$ cat src/rtl/idma_stream_id_tracker.sv
// Assigns per-stream transfer IDs to requests forwarded to the iDMA back-end and
// tracks their in-order completion to expose next_id / done_id / busy per stream.
module idma_stream_id_tracker #(
   parameter int unsigned NumStreams     = 1,
   parameter int unsigned IdCounterWidth = 32,
   parameter int unsigned MaxOutstanding = 8,
   parameter int unsigned StreamWidth    = (NumStreams > 1) ? $clog2(NumStreams) : 1,
   parameter type         dma_req_t      = logic
) (
   input  logic                                          clk_i,
   input  logic                                          rst_ni,
   input  dma_req_t                                      req_i,
   input  logic                                          req_valid_i,
   output logic                                          req_ready_o,
   input  logic [StreamWidth-1:0]                        stream_idx_i,
   output dma_req_t                                      req_o,
   output logic                                          req_valid_o,
   input  logic                                          req_ready_i,
   input  logic                                          rsp_valid_i,
   output logic [IdCounterWidth-1:0]                     issued_id_o,
   output logic [NumStreams-1:0][IdCounterWidth-1:0]     next_id_o,
   output logic [NumStreams-1:0][IdCounterWidth-1:0]     done_id_o,
   output logic [NumStreams-1:0]                         busy_o,
   output logic [$clog2(MaxOutstanding):0]               outstanding_o,
   output logic                                          err_o
);

   localparam int unsigned CntW = $clog2(MaxOutstanding) + 1;
   localparam int unsigned PtrW = $clog2(MaxOutstanding);

   // IDs wrap from all-ones back to 1; 0 is reserved for "none completed".
   function automatic logic [IdCounterWidth-1:0] inc_id(input logic [IdCounterWidth-1:0] id);
      if (&id) return IdCounterWidth'(1);
      return id + IdCounterWidth'(1);
   endfunction

   logic [StreamWidth-1:0]                     fifo_q [MaxOutstanding];
   logic [PtrW-1:0]                            wr_ptr_q, rd_ptr_q;
   logic [CntW-1:0]                            out_q;
   logic [NumStreams-1:0][IdCounterWidth-1:0]  next_id_q, done_id_q;
   logic [CntW-1:0]                            cnt_q [NumStreams];
   logic [CntW-1:0]                            cnt_d [NumStreams];
   logic [NumStreams-1:0]                      busy_q;
   logic [NumStreams-1:0]                      issue_hit, done_hit;

   logic                   idx_ok, full, empty, fwd, pop;
   logic [StreamWidth-1:0] head;

   assign idx_ok = {1'b0, stream_idx_i} < (StreamWidth + 1)'(NumStreams);
   assign full   = (out_q == CntW'(MaxOutstanding));
   assign empty  = (out_q == '0);
   assign head   = fifo_q[rd_ptr_q];

   // full depends only on registered state, so rsp_valid_i never reaches req_ready_o.
   assign req_valid_o = req_valid_i & idx_ok & ~full;
   assign req_ready_o = idx_ok ? (req_ready_i & ~full) : 1'b1;
   assign fwd         = req_valid_o & req_ready_i;
   assign pop         = rsp_valid_i & ~empty;
   assign err_o       = (req_valid_i & ~idx_ok) | (rsp_valid_i & empty);
   assign req_o       = req_i;

   always_comb begin
      issued_id_o = '0;
      for (int s = 0; s < NumStreams; s++) begin
         issue_hit[s] = fwd && (stream_idx_i == StreamWidth'(s));
         done_hit[s]  = pop && (head == StreamWidth'(s));
         cnt_d[s]     = cnt_q[s] + CntW'(issue_hit[s]) - CntW'(done_hit[s]);
         if (stream_idx_i == StreamWidth'(s)) issued_id_o = next_id_q[s];
      end
   end

   always_ff @(posedge clk_i) begin
      if (fwd) fifo_q[wr_ptr_q] <= stream_idx_i;
   end

   always_ff @(posedge clk_i or negedge rst_ni) begin
      if (!rst_ni) begin
         wr_ptr_q <= '0;
         rd_ptr_q <= '0;
         out_q    <= '0;
         busy_q   <= '0;
         for (int s = 0; s < NumStreams; s++) begin
            next_id_q[s] <= IdCounterWidth'(1);
            done_id_q[s] <= '0;
            cnt_q[s]     <= '0;
         end
      end else begin
         if (fwd) wr_ptr_q <= wr_ptr_q + PtrW'(1);
         if (pop) rd_ptr_q <= rd_ptr_q + PtrW'(1);
         case ({fwd, pop})
            2'b10:   out_q <= out_q + CntW'(1);
            2'b01:   out_q <= out_q - CntW'(1);
            default: out_q <= out_q;
         endcase
         for (int s = 0; s < NumStreams; s++) begin
            if (issue_hit[s]) next_id_q[s] <= inc_id(next_id_q[s]);
            if (done_hit[s])  done_id_q[s] <= inc_id(done_id_q[s]);
            cnt_q[s]  <= cnt_d[s];
            busy_q[s] <= (cnt_d[s] != '0);
         end
      end
   end

   assign next_id_o     = next_id_q;
   assign done_id_o     = done_id_q;
   assign busy_o        = busy_q;
   assign outstanding_o = out_q;

endmodule

$ cat config.mk
export PLATFORM = sky130hd
export DESIGN_NAME = idma_stream_id_tracker
export DESIGN_NICKNAME = d
export VERILOG_FILES = /design/src/rtl/idma_stream_id_tracker.sv
export SDC_FILE = /design/constraint.sdc
export NUM_CORES = 1
export LEC_CHECK = 0
export ABC_AREA = 1
export CAP_MARGIN = 15
export CORE_MARGIN = 1
export CORE_UTILIZATION = 45
export DETAILED_ROUTE_END_ITERATION = 10
export PLACE_DENSITY = 0.71
export SYNTH_ARGS = -nofsm -noshare
export SYNTH_HDL_FRONTEND = slang
export SYNTH_SLANG_ARGS = --single-unit
$ cat constraint.sdc
create_clock -name clk_i -period 2.7 [get_ports clk_i]
set_clock_uncertainty 0.15 [all_clocks]
set_input_delay 0.675 -clock clk_i [delete_from_list [all_inputs] [get_ports clk_i]]
set_output_delay 0.675 -clock clk_i [all_outputs]
set_load 0.05 [all_outputs]
==> results.md <==
- Status: complete, no violations
- Tot Pwr: 6.16 mW
- Initial DRC count: 386
- Fmax: 373 MHz
- CTS Buf Count: 9
- Area share of the largest cell type after synthesis: 0.348
- Clk_lat worst skew: 0.35 ns
- YS warnings: 0
- CTS tree: built
- Syn Nets: 818
- Final core occ: 0.643
- Core Box Area: 12,100 sq um
- Final hold viol count: 0
- Max-cap violation count: 0
- Pwr/cell area: 794 nW/um^2
- FFs w/ async S/R, synth: 0.908
- First-pass GRT wire length: 25,100 um
- Synth area leaders: dfrtp_1, nand2_1, nor2_1
- Postcts setup bufs: 0
- Final std cells w/o fill: 1,105
- IO buf count: 109
- Clk buf depth: 2
- Post-synthesis mux area share: 0
- Final hold slack: 0.0950 ns
- Pin count of the biggest net entering global routing: 54
- Gp weighted congestion: 0.901
- Worst-Margin Slew: 0.551 ns
- CP Launch Point: req_valid_i
- GRT Resource Usage Total: 0.248
- Yosys reg bits: 87
- GRT met1 Usage: 0.294
- Row Count: 40
- Synth top cells by count: nand2_1, nor2_1, inv_1
- Vias in the first global route: 5,273
- Hold Path Class: in -> async
- GR Util met3: 0.0553
- Final wirelength: 14,900 um
- I/O pins: 112
- Dpl hpwl: 11,300 um
- Initial antenna violation count: 0
- FF+latch area: 2220 sq um
- Compound-cell area share of the yosys netlist: 0.0350
- Peak VDD IR: 531 uV
- Wire per inst: 13.4 um
- Post-synth EDFFs: 8
- DRT Pass-1 Iters: 4
- Dominant cell type by area after synthesis: dfrtp_1
- Fillers: 1,056
- Vias: 5,366
- Die width: 114 um
- Min cycle time layout: 2.68 ns
- Crit end category: flop
- Die height: 114 um
- Critical Path RT: 2.77 ns
- Most common cell in the netlist: nand2_1
- Die area: 12,900 sq um
- Top_reg_cell synth: dfrtp_1
- Rel. slew slack: 0.632
- Crit path kind: in -> reg
- CP max FO: 4
- Post-detailed-route count of antenna-violating nets: 0
- Sequential area share after synthesis: 0.396
- Routing usage on met2: 0.442
- GRT busiest layer: met2
- Area grow syn2layout: 38.3%
- Simple-gate share of the synthesized area: 0.415
- Mean cell area of the mapped netlist: 7.03 sq um
- Worst slack, placed: -0.303 ns
- Cells after Synth: 798
- Nets: 952
- Sink Count: 87
- Worst Path Arrival: 2.75 ns
- Adder-Cell Fraction of Synth Area: 0.0317
- Overflow after GRT: 0
- Mapped cell area: 5610 sq um
- Leak: 3.63 nW
- Post-synthesis cell type count: 35
- Ant. Diodes: 0
- Setup violators final: 0
- H-tree lvl count: 3
- Xor/xnor share of the synthesized area: 0.0500
- Final Cycle Share: 0.993
- Dpl cells: 1,089
- Multi-input logic area: 3010 sq um
- Count of pins over their slew limit: 0
- CP Launch Type: primary input
- Layout cells sized above 1: 0.153
- Starting Density: 0.465
- CTS clk-pin slew, worst paths: 0.06 ns
- Residual DRC count: 0
- RR Startpoint: outstanding_o[1]
- Main combinational cell family by area after synthesis: simple AND/OR/NAND/NOR gates
- Worst Setup Slack, final: 0.0189 ns
- Clk root buf: clkbuf_16
- Vias per inst: 4.86
==> timing repair <==
item,in CTS,in global routing
setup endpoints to repair,35,3
endpoints found under the hold margin,0,0
resized for setup,4,5
hold buffers,0,0
==> worst max-delay path: stages <==
cell and delay, ns:
clkdlybuf4s50_1 0.45, inv_1 0.07, nor2_4 0.09, buf_4 0.13, nand3_4 0.07, ha_1 0.28
ha_4 0.25, a21oi_1 0.17, nand2_1 0.12, a21oi_1 0.15, o21ai_0 0.13, xor2_1 0.15
==> per-stage QoR <==
step	instance area (sq um)	setup TNS, ns
2_1_floorplan	5610	0
3_5_place_dp	7410	-3.89
6_report	7750	0
4_1_cts	7730	0
3_3_place_gp	7410	-3.91
5_1_grt	7750	-0.105
==> placed cells by master (no fill, tap or decap), types with 24 or more instances in the layout <==
| cell | n |
|---|---|
| nand2_1 | 258 |
| nor2_1 | 153 |
| inv_1 | 83 |
| dfrtp_1 | 74 |
| clkdlybuf4s50_1 | 72 |
| nand3_1 | 41 |
| buf_12 | 37 |
| o21ai_0 | 28 |
| buf_4 | 27 |
| xor2_1 | 25 |
| nand2_2 | 24 |
==> logic make-up after synthesis <==
kind of cell | count (synthesis)
AND/OR/NAND/NOR | 526
AO/OA/AOI/OAI | 38
buffers and inverters | 102
flip-flops | 87
adder cells (fa/ha/maj) | 13
XOR/XNOR | 32
==> registers in the layout (all words and copies together), names as in the netlist <==
register and flops:
done_id_o 32, next_id_o 32, fifo_q 8, cnt_q 4, outstanding_o 4, rd_ptr_q 3, wr_ptr_q 3, busy_o 1
==> metal layers <==
| metal | vias to the layer above | wire [um] |
|---|---|---|
| li1 | 2736 | - |
| met1 | 2476 | 6390 |
| met2 | 135 | 7540 |
| met3 | 19 | 652 |
| met4 | 0 | 280 |
| met5 | - | 0 |
==> cell type report <==
class	instances	area share
sequential	87	0.287
inverter	88	0.0426
clock buffer	12	0.0331
multi-input combinational	609	0.388
timing repair buffer	137	0.216
clock inverter	4	0.00694
tap	168	0.0271
==> final timing paths <==
path | slack (ns) | to | cells after the start
min reg2reg | 0.38 | next_id_o[0] | 2
max in group asynchronous | 1.66 | next_id_o[0] | 2
max | 0.02 | outstanding_o[3] | 12
min | 0.09 | cnt_q[3] | 1
min in group clk_i | 0.38 | next_id_o[0] | 2
max reg2reg | 0.16 | outstanding_o[3] | 12
==> power breakdown <==
group | internal [mW] | leakage [nW] | switching (mW)
logic | 1.06 | 2.46 | 1.88
clock network | 0.770 | 0.145 | 0.526
registers | 1.59 | 1.02 | 0.330
total | 3.42 | 3.63 | 2.74
Note: power is estimated with default switching activity, not from simulation.
